--- src/rtl/env_adsr_if.sv ---
// Control/status bundle between the tracker/sequencer side and one ADSR envelope channel.
interface env_adsr_if #(
  parameter int RATE_W = 4
);
  logic              gate;
  logic [RATE_W-1:0] attack_rate;
  logic [RATE_W-1:0] decay_rate;
  logic [5:0]        sustain_level;
  logic [RATE_W-1:0] release_rate;
  logic [5:0]        vol;
  logic [2:0]        env_state;
  logic              env_active;

  modport master (
    output gate, attack_rate, decay_rate, sustain_level, release_rate,
    input  vol, env_state, env_active
  );

  modport slave (
    input  gate, attack_rate, decay_rate, sustain_level, release_rate,
    output vol, env_state, env_active
  );
endinterface

--- src/rtl/env_adsr.sv ---
// Per-channel ADSR envelope generator producing a 0..63 amplitude for the DDS vol input.
// Optional macro ENV_EXP_RELEASE_EN: release step = max(1, vol>>3) instead of linear 1.
module env_adsr #(
  parameter int TICK_DIV = 4800,
  parameter int RATE_W   = 4
) (
  input logic       clk,
  input logic       rst_active_high,
  env_adsr_if.slave bus
);

  typedef enum logic [2:0] {
    ST_IDLE    = 3'd0,
    ST_ATTACK  = 3'd1,
    ST_DECAY   = 3'd2,
    ST_SUSTAIN = 3'd3,
    ST_RELEASE = 3'd4
  } env_state_t;

  localparam int PRESC_W = $clog2(TICK_DIV);
  localparam logic [PRESC_W-1:0] PRESC_MAX = PRESC_W'(TICK_DIV - 1);

`ifdef ENV_EXP_RELEASE_EN
  localparam bit EXP_RELEASE = 1'b1;
`else
  localparam bit EXP_RELEASE = 1'b0;
`endif

  // Release decrement: vol/8 approximates an exponential tail, never less than one.
  function automatic logic [5:0] release_dec(input logic [5:0] v);
    if (EXP_RELEASE && (v[5:3] != 3'd0)) begin
      return {3'b000, v[5:3]};
    end else begin
      return 6'd1;
    end
  endfunction

  env_state_t        state_r;
  env_state_t        state_nxt_s;
  logic [5:0]        vol_r;
  logic [5:0]        vol_nxt_s;
  logic [5:0]        rel_dec_s;
  logic              gate_d_r;
  logic [PRESC_W-1:0] presc_r;
  logic [RATE_W-1:0] rate_cnt_r;
  logic [RATE_W-1:0] cur_rate_s;
  logic              rise_s;
  logic              fall_s;
  logic              tick_s;
  logic              step_s;
  logic              restart_s;

  assign rise_s    = bus.gate & ~gate_d_r;
  assign fall_s    = ~bus.gate & gate_d_r;
  assign tick_s    = (presc_r == PRESC_MAX);
  assign step_s    = tick_s & (rate_cnt_r == cur_rate_s);
  assign rel_dec_s = release_dec(vol_r);
  assign restart_s = rise_s | (state_nxt_s != state_r);

  // Select the live rate of the current stage.
  always_comb begin
    cur_rate_s = bus.decay_rate;
    case (state_r)
      ST_ATTACK:  cur_rate_s = bus.attack_rate;
      ST_DECAY:   cur_rate_s = bus.decay_rate;
      ST_RELEASE: cur_rate_s = bus.release_rate;
      default:    cur_rate_s = bus.decay_rate;
    endcase
  end

  // Next-state and next-volume logic; gate edges override stage stepping.
  always_comb begin
    state_nxt_s = state_r;
    vol_nxt_s   = vol_r;
    if (rise_s) begin
      state_nxt_s = ST_ATTACK;
    end else if (fall_s && ((state_r == ST_ATTACK) || (state_r == ST_DECAY) ||
                            (state_r == ST_SUSTAIN))) begin
      state_nxt_s = ST_RELEASE;
    end else begin
      case (state_r)
        ST_ATTACK: begin
          if (step_s) begin
            if (vol_r == 6'd63) begin
              state_nxt_s = ST_DECAY;
            end else begin
              vol_nxt_s = vol_r + 6'd1;
              if (vol_r == 6'd62) begin
                state_nxt_s = ST_DECAY;
              end else begin
                state_nxt_s = ST_ATTACK;
              end
            end
          end else begin
            state_nxt_s = ST_ATTACK;
          end
        end
        ST_DECAY: begin
          if (step_s) begin
            if (vol_r > bus.sustain_level) begin
              vol_nxt_s = vol_r - 6'd1;
              if ((vol_r - 6'd1) <= bus.sustain_level) begin
                state_nxt_s = ST_SUSTAIN;
              end else begin
                state_nxt_s = ST_DECAY;
              end
            end else begin
              state_nxt_s = ST_SUSTAIN;
            end
          end else begin
            state_nxt_s = ST_DECAY;
          end
        end
        ST_SUSTAIN: begin
          state_nxt_s = ST_SUSTAIN;
        end
        ST_RELEASE: begin
          if (step_s) begin
            if (vol_r > rel_dec_s) begin
              vol_nxt_s = vol_r - rel_dec_s;
            end else begin
              vol_nxt_s   = 6'd0;
              state_nxt_s = ST_IDLE;
            end
          end else begin
            state_nxt_s = ST_RELEASE;
          end
        end
        ST_IDLE: begin
          vol_nxt_s = 6'd0;
        end
        default: begin
          state_nxt_s = ST_IDLE;
          vol_nxt_s   = 6'd0;
        end
      endcase
    end
  end

  // State, volume, edge-detect and rate-timing registers.
  always_ff @(posedge clk) begin
    if (rst_active_high) begin
      state_r    <= ST_IDLE;
      vol_r      <= 6'd0;
      gate_d_r   <= 1'b0;
      presc_r    <= '0;
      rate_cnt_r <= '0;
    end else begin
      state_r  <= state_nxt_s;
      vol_r    <= vol_nxt_s;
      gate_d_r <= bus.gate;
      if (restart_s) begin
        presc_r    <= '0;
        rate_cnt_r <= '0;
      end else begin
        presc_r <= tick_s ? '0 : (presc_r + {{(PRESC_W-1){1'b0}}, 1'b1});
        if (step_s) begin
          rate_cnt_r <= '0;
        end else if (tick_s) begin
          rate_cnt_r <= rate_cnt_r + {{(RATE_W-1){1'b0}}, 1'b1};
        end else begin
          rate_cnt_r <= rate_cnt_r;
        end
      end
    end
  end

  assign bus.vol        = vol_r;
  assign bus.env_state  = state_r;
  assign bus.env_active = (state_r != ST_IDLE);

endmodule

--- src/flat_wrapper.sv ---
// flat-port wrapper written by rule: the top's interface ports become plain ports
module env_adsr_flat 
#(
  parameter int TICK_DIV = 4800,
  parameter int RATE_W   = 4
)
  (clk, rst_active_high, bus_gate, bus_attack_rate, bus_decay_rate, bus_sustain_level, bus_release_rate, bus_vol, bus_env_state, bus_env_active);
  env_adsr_if #(.RATE_W(RATE_W)) bus_i ();
  input logic clk;
  input logic rst_active_high;
  input wire logic [$bits(bus_i.gate)-1:0] bus_gate;
  input wire logic [$bits(bus_i.attack_rate)-1:0] bus_attack_rate;
  input wire logic [$bits(bus_i.decay_rate)-1:0] bus_decay_rate;
  input wire logic [$bits(bus_i.sustain_level)-1:0] bus_sustain_level;
  input wire logic [$bits(bus_i.release_rate)-1:0] bus_release_rate;
  output wire logic [$bits(bus_i.vol)-1:0] bus_vol;
  output wire logic [$bits(bus_i.env_state)-1:0] bus_env_state;
  output wire logic [$bits(bus_i.env_active)-1:0] bus_env_active;
  assign bus_i.gate = bus_gate;
  assign bus_i.attack_rate = bus_attack_rate;
  assign bus_i.decay_rate = bus_decay_rate;
  assign bus_i.sustain_level = bus_sustain_level;
  assign bus_i.release_rate = bus_release_rate;
  assign bus_vol = bus_i.vol;
  assign bus_env_state = bus_i.env_state;
  assign bus_env_active = bus_i.env_active;
  env_adsr #(.TICK_DIV(TICK_DIV), .RATE_W(RATE_W)) u_core (.clk(clk), .rst_active_high(rst_active_high), .bus(bus_i));
endmodule
--- config.mk ---
export PLATFORM = sky130hd
export DESIGN_NAME = env_adsr_flat
export DESIGN_NICKNAME = d
export VERILOG_FILES = /design/src/rtl/env_adsr_if.sv /design/src/rtl/env_adsr.sv /design/src/flat_wrapper.sv
export SDC_FILE = /design/constraint.sdc
export NUM_CORES = 1
export LEC_CHECK = 0
export ABC_AREA = 1
export BUFFER_PORTS_ARGS = -buffer_cell sky130_fd_sc_hd__buf_2
export CORE_MARGIN = 2
export CORE_UTILIZATION = 59
export CTS_BUF_LIST = sky130_fd_sc_hd__clkbuf_8
export DETAILED_ROUTE_END_ITERATION = 16
export PLACE_DENSITY = 0.86
export SLEW_MARGIN = 0
export SYNTH_ARGS = -nofsm -noshare
export SYNTH_HDL_FRONTEND = slang
export SYNTH_SLANG_ARGS = --single-unit
--- constraint.sdc ---
create_clock -name clk -period 5.5 [get_ports clk]
set_input_delay 0.55 -clock clk [delete_from_list [all_inputs] [get_ports clk]]
set_output_delay 0.55 -clock clk [all_outputs]
set_load 0.02 [all_outputs]
Word level (Yosys, flattened, before mapping). Cells that the tools add are included.

$add $sub $neg: 4. Multipliers: 0. Divide/modulo/power cells: 0. Magnitude comparators: 3. Eq/ne operators: 14. Shifts and indexed selects: 0. Muxes and demuxes: 19. Bitwise gates (word level): 9. Reduce and logical (&&, ||, !) cells: 8.

Operators by type and width (number): $mux W6 (6); $pmux W6 S4 (1); $mux W3 (6); $pmux W3 S5 (1); $add A13 B1 Y13 const B (1); $eq A13 B13 Y1 const B (1); $eq A6 B6 Y1 const B (2); $pmux W4 S2 (1); $reduce_and A8 Y1 (1); $add A6 B1 Y6 const B (1); $eq A3 B2 Y1 const B (2); $gt A6 B1 Y1 const B (1); $gt A6 B6 Y1 (1); $le A6 B6 Y1 (1); $ne A2 B1 Y1 const B (3); $reduce_or A3 Y1 (2); $sub A6 B1 Y6 const B (1); $not A1 Y1 (5); $add A4 B1 Y4 const B (1); $eq A4 B4 Y1 (1); $ne A2 B2 Y1 const B (2); $and A1 B1 Y1 (3); $eq A3 B1 Y1 const B (1); $eq A3 B3 Y1 const B (1); other kinds (8) (11).

Flip-flop bits (word level): 27. Bits in latches: 0. RAM bits: 0. Bits in read-only memories: 0. Input bits: 21. Output and inout port bits: 10. Word-level logic and storage cells: 62. Memories: 0.

Longest topological paths before layout. Gate-level depths: netlist of the first run.

Depth after elaboration: 11. Mapped depth: 20. Depth with buffers taken out: 19.

Least setup slack after synthesis of the first run. Ideal clock, no wire load.

Kind: reg2reg. Start point: reg u_core.vol_r[0] (netlist: u_core.bus.vol[0]). End point: reg u_core.presc_r[5]. Setup time: 0.062 ns. Arrival: 2.548 ns. Data required time: 5.438 ns. Path slack: 2.890 ns. Cell stages (with the launch flop): 20. Buffers on the path: 1. Period minus slack after synthesis: 2.610 ns. Cell sequence: dfxtp_1 > inv_1 > ha_1 > nand2_1 > xor2_1 > ha_1 > nand2_1 > nor2_1 > o21ai_0 > o211ai_1 > nand2_1 > nand2_1 > nand2_1 > nand3_1 > nand3_2 > nand2_2 > nand3_1 > nand4_2 > buf_6 > nor2_2.

Longest elaborated chain between the ends: 11. Elaborated cells on any way between the ends: 20. Classes of those cells: add/sub: 1; order compare: 3; eq/ne: 3; mux: 11; bitwise: 1; reduce/logical: 1.

RTL lines: from (decl) (line env_adsr.sv:40) `logic [5:0] vol_r;`; from (signal assigned) (line env_adsr.sv:150) `vol_r <= vol_nxt_s;`; $sub A6 B1 Y6 (line env_adsr.sv:102) `if ((vol_r - 6'd1) <= bus.sustain_level) begin`; $le A6 B6 Y1 (line env_adsr.sv:102); $mux W1 (line env_adsr.sv:102); $mux W1 (line env_adsr.sv:100) `if (vol_r > bus.sustain_level) begin`; $mux W1 (line env_adsr.sv:99) `if (step_s) begin`; $pmux W3 S5 (*) (line env_adsr.sv:81) `case (state_r)`; $mux W3 (*) (line env_adsr.sv:77) `end else if (fall_s && ((state_r == ST_ATTACK) || (state_r == ST_DECAY) ||`; $mux W3 (*) (line env_adsr.sv:75) `if (rise_s) begin`; $ne A3 B3 Y1 (*) (line env_adsr.sv:58) `assign restart_s = rise_s | (state_nxt_s != state_r);`; $or A1 B1 Y1 (*) (line env_adsr.sv:58); $reduce_or A3 Y1 (no source line) (*); to (signal assigned) (line env_adsr.sv:156) `presc_r <= tick_s ? '0 : (presc_r + {{(PRESC_W-1){1'b0}}, 1'b1});`; to (decl) (line env_adsr.sv:44) `logic [PRESC_W-1:0] presc_r;`.

Every way passes the cells marked *; elsewhere a longest branch is shown, timed or not. A chain may end at the register's enable or synchronous reset.

Final worst setup path of the first run.
Start point: reg u_core.vol_r[0] (netlist: u_core.bus.vol[0]). End point: reg u_core.presc_r[9].

Same word-level chain as after synthesis.

==> results of run 1 <==
-- cells in the mapped netlist (all sizes together) --
cell and number:
nor3 5, nand3b 2, inv 49, ha 18, nand3 29, a211oi 1
o211ai 1, buf 4, a31oi 2, a32o 3, a21oi 12, xnor2 2
nand2 64, nor4 1, xor2 14, o21ai 11, a21o 1, nor2 49
o2111ai 1, nand4 6, dfxtp 27
-- metrics by stage --
stage | cell area, sq um | util | cells | setup WS [ns]
6_report | 2310 | 0.688 | 378 | 2.41
5_1_grt | 2310 | 0.688 | 378 | 2.11
4_1_cts | 2310 | 0.688 | 378 | 2.43
3_5_place_dp | 2260 | 0.673 | 374 | 2.45
3_3_place_gp | 2260 | 0.673 | 374 | 2.54
2_1_floorplan | 2090 | - | 302 | 2.89
-- how the worst max path moves through the flow --
stage,from,endpoint,slack (ns),cells past startpoint
after floorplan,u_core.bus.vol[0]$_SDFFE_PP0P_,u_core.presc_r[5]$_SDFF_PP0_,2.89,19
after global placement,u_core.bus.vol[0]$_SDFFE_PP0P_,u_core.presc_r[10]$_SDFF_PP0_,2.54,18
after detailed placement,u_core.bus.vol[0]$_SDFFE_PP0P_,u_core.presc_r[9]$_SDFF_PP0_,2.45,18
after CTS,u_core.bus.vol[0]$_SDFFE_PP0P_,u_core.presc_r[11]$_SDFF_PP0_,2.43,18
after global routing,u_core.bus.vol[0]$_SDFFE_PP0P_,u_core.presc_r[8]$_SDFF_PP0_,2.11,18
final,u_core.bus.vol[0]$_SDFFE_PP0P_,u_core.presc_r[9]$_SDFF_PP0_,2.41,18
-- flip-flops by register name (all words and copies together) (netlist names) --
name                  cells
u_core.gate_d_r           1
u_core.bus.env_state      3
u_core.presc_r           13
u_core.rate_cnt_r         4
u_core.bus.vol            6
-- logic make-up after synthesis --
family,after synthesis,synth area share
adder cells (fa/ha/maj),18,0.108
AO/OA/AOI/OAI,32,0.0903
AND/OR/NAND/NOR,156,0.369
XOR/XNOR,16,0.0669
flip-flops,27,0.258
buffers and inverters,53,0.108
-- cell type report --
class	count	area share
Clock inverter	1	0.00379
Sequential cell	27	0.234
Tap cell	46	0.0249
Multi-Input combinational cell	222	0.574
Clock buffer	3	0.0179
Inverter	49	0.0806
Timing Repair Buffer	30	0.0649
-- routing by layer --
| layer | GRT usage | vias up | share of wire |
|---|---|---|---|
| met2 | 0.393 | 44 | 0.48 |
| met3 | 0.0393 | 8 | 0.035 |
| met4 | 0.0842 | 0 | 0.016 |
| met5 | 0 | - | 0 |
| met1 | 0.280 | 877 | 0.47 |
| li1 | - | 1030 | - |
-- report_power, final --
| part | leakage, nW | switching [W] | internal [W] |
|---|---|---|---|
| sequential | 0.219 | 0.0000123 | 0.000202 |
| combinational | 0.835 | 0.0000831 | 0.0000497 |
| clock | 0.0261 | 0.0000679 | 0.0000533 |
-- critical path, delay by kind of cell (launching register included) --
kind / cells / cell delay (ns)
AOI/OAI and AO/OA: 2 / 0.17
xor gates and xnor gates: 1 / 0.18
adders and majority gates: 2 / 0.54
buffers and inverters: 1 / 0.19
DFF: 1 / 0.52
and+or+nand+nor: 12 / 1.41
==> impl_metrics.toml, run 1 <==
[die]
fp-row-count = 21
io_pins = 31
die_area_sq_um = 4040
start_util = 0.622
coreArea_sq_um = 3360
die_w_um = 63.6
die_h_um = 63.6

[timing]
slew_violations = 0
setup_viol = 0
hold_ws_ns = 0.476
tns_ns = 0
finalHoldViolCount = 0
slew_headroom = 0.668
skew_ns = 0.00933
period_share = 0.562
tightestPinTransition_ns = 0.496
rsz0062_at_grt = "no"
fmax_mhz = 323
period_needed_ns = 3.09

[layout]
most-common-layout-cells = "nand2_1 (55), inv_1 (47), nor2_1 (33)"
area_delta_synth_final_pct = 10.5
final_common_cell = "nand2_1"
multi_input_area_sq_um = 1330
n_fill_cell = 312
antennaDiodeCount = 0
final_nets = 372
seq_area_sq_um = 541
drive_gt1_frac = 0.196

[worst_setup_path]
crit_chain = "inv_1, ha_1, nand2_1, xor2_1, ha_1, nand2_1, nor2_1, o21ai_0, o211ai_1, nand2_1, nand2_1, nand2_1, nand3_1, nand3_2, nand2_2, nand3_1, nand4_2, nor2_1"
path_common_cell = "nand2_1"
crit_required_ns = 5.71
setup.worst_path.class = "flip-flop to flip-flop"
reg2reg_slack_ns = 2.41
endpoint_kind = "flip-flop"
cpPeakStageDelay_ns = 0.52
r2r_cells = 18
path_max_fanout = 13
timing.rr.start = "u_core.bus.vol[0]$_SDFFE_PP0P_"
critPathSlowestCell = "dfxtp_1"
r2r-end = "u_core.presc_r[9]$_SDFF_PP0_"
cp.arrival_ns = 3.30
start_kind = "flip-flop"

[grt]
antenna_found_initial = 0
grt_use_total = 0.227
grt_max_degree = 18
grt-ovfl-total = 0
grt_pass1_vias = 1807
grt_pass1_wl_mm = 7.44

[clock_tree]
cts.sinks = 27
cts_tree = "done"
clk-insertion-delay-late_ns = 0.28
clock_path_buffers = 2
cts_hold_buf = 0
root_buffer = "clkbuf_8"
cts_buffers = 3
clkTransAtPathRegs_ns = 0.09
cts_resized = 0
post_cts_buffers = 0
htreeDepth = 1

[detailed_routing]
routedWlPerCell_um = 11.3
ant_nets = 0
first_pass_iters = 5
drt-total-wl_mm = 4.28
via_count = 1959
drt_iter0_drc = 106
drt-vias-per-instance = 5.18
drc = 0

[synthesis]
yosysUniqueCellTypes = 31
avgSynthCellArea_sq_um = 6.93
syn_area_sq_um = 2090
synthCells = 302
synth_seq_cells = 27
syn_nets = 341
seq_area_frac_synth = 0.258
yosysWarningCount = 0
yosys-top-cells-area = "dfxtp_1 (26%), ha_1 (11%), nand2_1 (9.9%), inv_1 (8.4%), nand3_1 (6.5%)"
synth_area_leader_cell = "dfxtp_1"
yosys.area.top_type_share = 0.258

[placement]
dp_hpwl_mm = 3.46
io_buffers = 30
place_congestion = 0.863

[min_path]
holdPathStages = 1
min_from = "u_core.presc_r[0]$_SDFF_PP0_"
hold_path.class = "flip-flop to flip-flop"
holdPathEnd = "u_core.presc_r[0]$_SDFF_PP0_"

[outcome]
status = "completed"

[flow_run]
drv_cap = 0

[pwr]
power_w = 0.000468
irDropWorstVdd_mv = 0.231
cellLeakagePower_nw = 1.08
power_density_nw_per_um2 = 202
Power figures use the tool's default switching activity.
==> run 2: changes to the inputs <==
==> constraint.sdc (replaced) <==
create_clock -name clk -period 3.1 [get_ports clk]
set_input_delay 0.31 -clock clk [delete_from_list [all_inputs] [get_ports clk]]
set_output_delay 0.31 -clock clk [all_outputs]
set_load 0.02 [all_outputs]
==> run 2 against run 1 <==
Against the previous run:
- final area is 1.7% higher
- largest cell class unchanged
- via count is 1.8% higher
- critical path type unchanged
- routed wire length is 9.2% higher
- clock skew is 0.0070 ns lower
- clock-buffer cell count stayed put
- critical endpoint is now u_core.rate_cnt_r[3]$_SDFFE_PP0P_
==> impl_metrics.toml, run 2 (synthesis gave the netlist of run 1 again) <==
[outcome]
status = "completed"

[worst_setup_path]
cp.arrival_ns = 2.94
setup.worst_path.class = "flip-flop to flip-flop"
crit_family = "simple AND/OR/NAND/NOR gates"
cpPeakStageDelay_ns = 0.38
endpoint_kind = "flip-flop"
path_common_cell = "nand2_1"
path_max_fanout = 8
crit_chain = "inv_1, ha_1, nand2_1, xor2_1, ha_1, nand2_1, nor2_1, o21ai_0, o211ai_1, nand2_1, nand2_1, nand2_1, nand3_1, nand3_2, nand2_2, nand2_2, nand2_2, nand4_1, nor2_1"
critPathSlowestCell = "dfxtp_2"
start_kind = "flip-flop"
crit_buf_inv = 1
crit_required_ns = 3.31

[timing]
period_needed_ns = 2.73
setup_viol = 0
rsz0062_at_grt = "no"
hold_ws_ns = 0.254
fmax_mhz = 367
slew_headroom = 0.702
tightestPinTransition_ns = 0.446
skew_ns = 0.00230
finalHoldViolCount = 0
slew_violations = 0
period_share = 0.879
tns_ns = 0

[clock_tree]
root_buffer = "clkbuf_8"
clkTransAtPathRegs_ns = 0.10
cts_tree = "done"
cts.sinks = 27
clock_path_buffers = 2
clk-insertion-delay-late_ns = 0.28
htreeDepth = 1
cts_buffers = 3
cts_hold_buf = 0

[detailed_routing]
drt-total-wl_mm = 4.68
routedWlPerCell_um = 12.3
drt_iter0_drc = 130
drc = 0
via_count = 1994
ant_nets = 0
drt-vias-per-instance = 5.25
first_pass_iters = 4

[layout]
most-common-layout-cells = "nand2_1 (55), inv_1 (47), nor2_1 (32)"
antennaDiodeCount = 0
drive_gt1_frac = 0.207
final_nets = 374
area_delta_synth_final_pct = 12.4
regMostFlops = "u_core.presc_r"
n_fill_cell = 323
final_common_cell = "nand2_1"
fin_area_sq_um = 2350
largest_reg_flops = 13

[placement]
dp_hpwl_mm = 3.68
place_congestion = 0.888
placed_cell_area_sq_um = 2270
io_buffers = 30

[die]
start_util = 0.622
fp-row-count = 21
coreArea_sq_um = 3360
die_area_sq_um = 4040
die_h_um = 63.6
io_pins = 31
die_w_um = 63.6

[grt]
grt_use_total = 0.248
grt_pass1_vias = 1871
antenna_found_initial = 0
grt_pass1_wl_mm = 8.11
grt_max_degree = 18
grt-ovfl-total = 0

[pwr]
power_w = 0.000842
p_sw_w = 0.000294
power.share.switching = 0.350
power_frac_comb = 0.297
p_int_w = 0.000548
cellLeakagePower_nw = 1.10
power_density_nw_per_um2 = 358
seqPwrFrac = 0.449
irDropWorstVdd_mv = 0.304
clockPowerShare = 0.254

[flow_run]
drv_cap = 0

[min_path]
hold_path.class = "input port to flip-flop"
## run 2: layout make-up
cell class	instances	area, sq um	area share
Multi-Input combinational cell	222	1340	0.569
Timing Repair Buffer	32	178	0.0755
Clock inverter	1	8.76	0.00372
Clock buffer	3	41.3	0.0176
Tap cell	46	57.6	0.0245
Sequential cell	27	542	0.230
Inverter	49	186	0.0793
## run 2: final timing paths
kind,from,end,slack (ns),cells past startpoint
min,bus_gate,u_core.gate_d_r$_SDFF_PP0_,0.25,3
max,u_core.bus.vol[0]$_SDFFE_PP0P_,u_core.rate_cnt_r[3]$_SDFFE_PP0P_,0.37,19
max reg2reg,u_core.bus.vol[0]$_SDFFE_PP0P_,u_core.rate_cnt_r[3]$_SDFFE_PP0P_,0.37,19
min reg2reg,u_core.presc_r[0]$_SDFF_PP0_,u_core.presc_r[0]$_SDFF_PP0_,0.46,1
## run 2: worst min-delay path: stages
cell and delay (ns):
buf_2 0.11, inv_1 0.05, nor2_1 0.03
## run 2: routing by layer
layer	track usage	share of wire	vias to the layer above
met5	0	0	-
met4	0.0761	0.010	0
met3	0.0357	0.033	6
met2	0.426	0.51	37
met1	0.318	0.45	912
li1	-	-	1039
## run 2: repair_timing
action,CTS,global route
endpoints found under the setup margin,0,17
resized for setup,0,3
buffers inserted,0,1
## run 2: power groups by stage
stage / clock (W) / sequential, W / combinational (W)
floorplan: 0 / 0.000391 / 0.000171
global placement: 0 / 0.000384 / 0.000234
detailed placement: 0 / 0.000385 / 0.000239
CTS: 0.000218 / 0.000377 / 0.000241
global route: 0.000231 / 0.000381 / 0.000286
finish: 0.000214 / 0.000379 / 0.000250
## run 2: stage by stage
step / util / cells / setup slack, ns
2_1_floorplan: - / 302 / 0.490
3_3_place_gp: 0.675 / 375 / 0.238
3_5_place_dp: 0.675 / 375 / 0.0985
4_1_cts: 0.690 / 379 / 0.0604
5_1_grt: 0.699 / 380 / 0.0106
6_report: 0.699 / 380 / 0.374
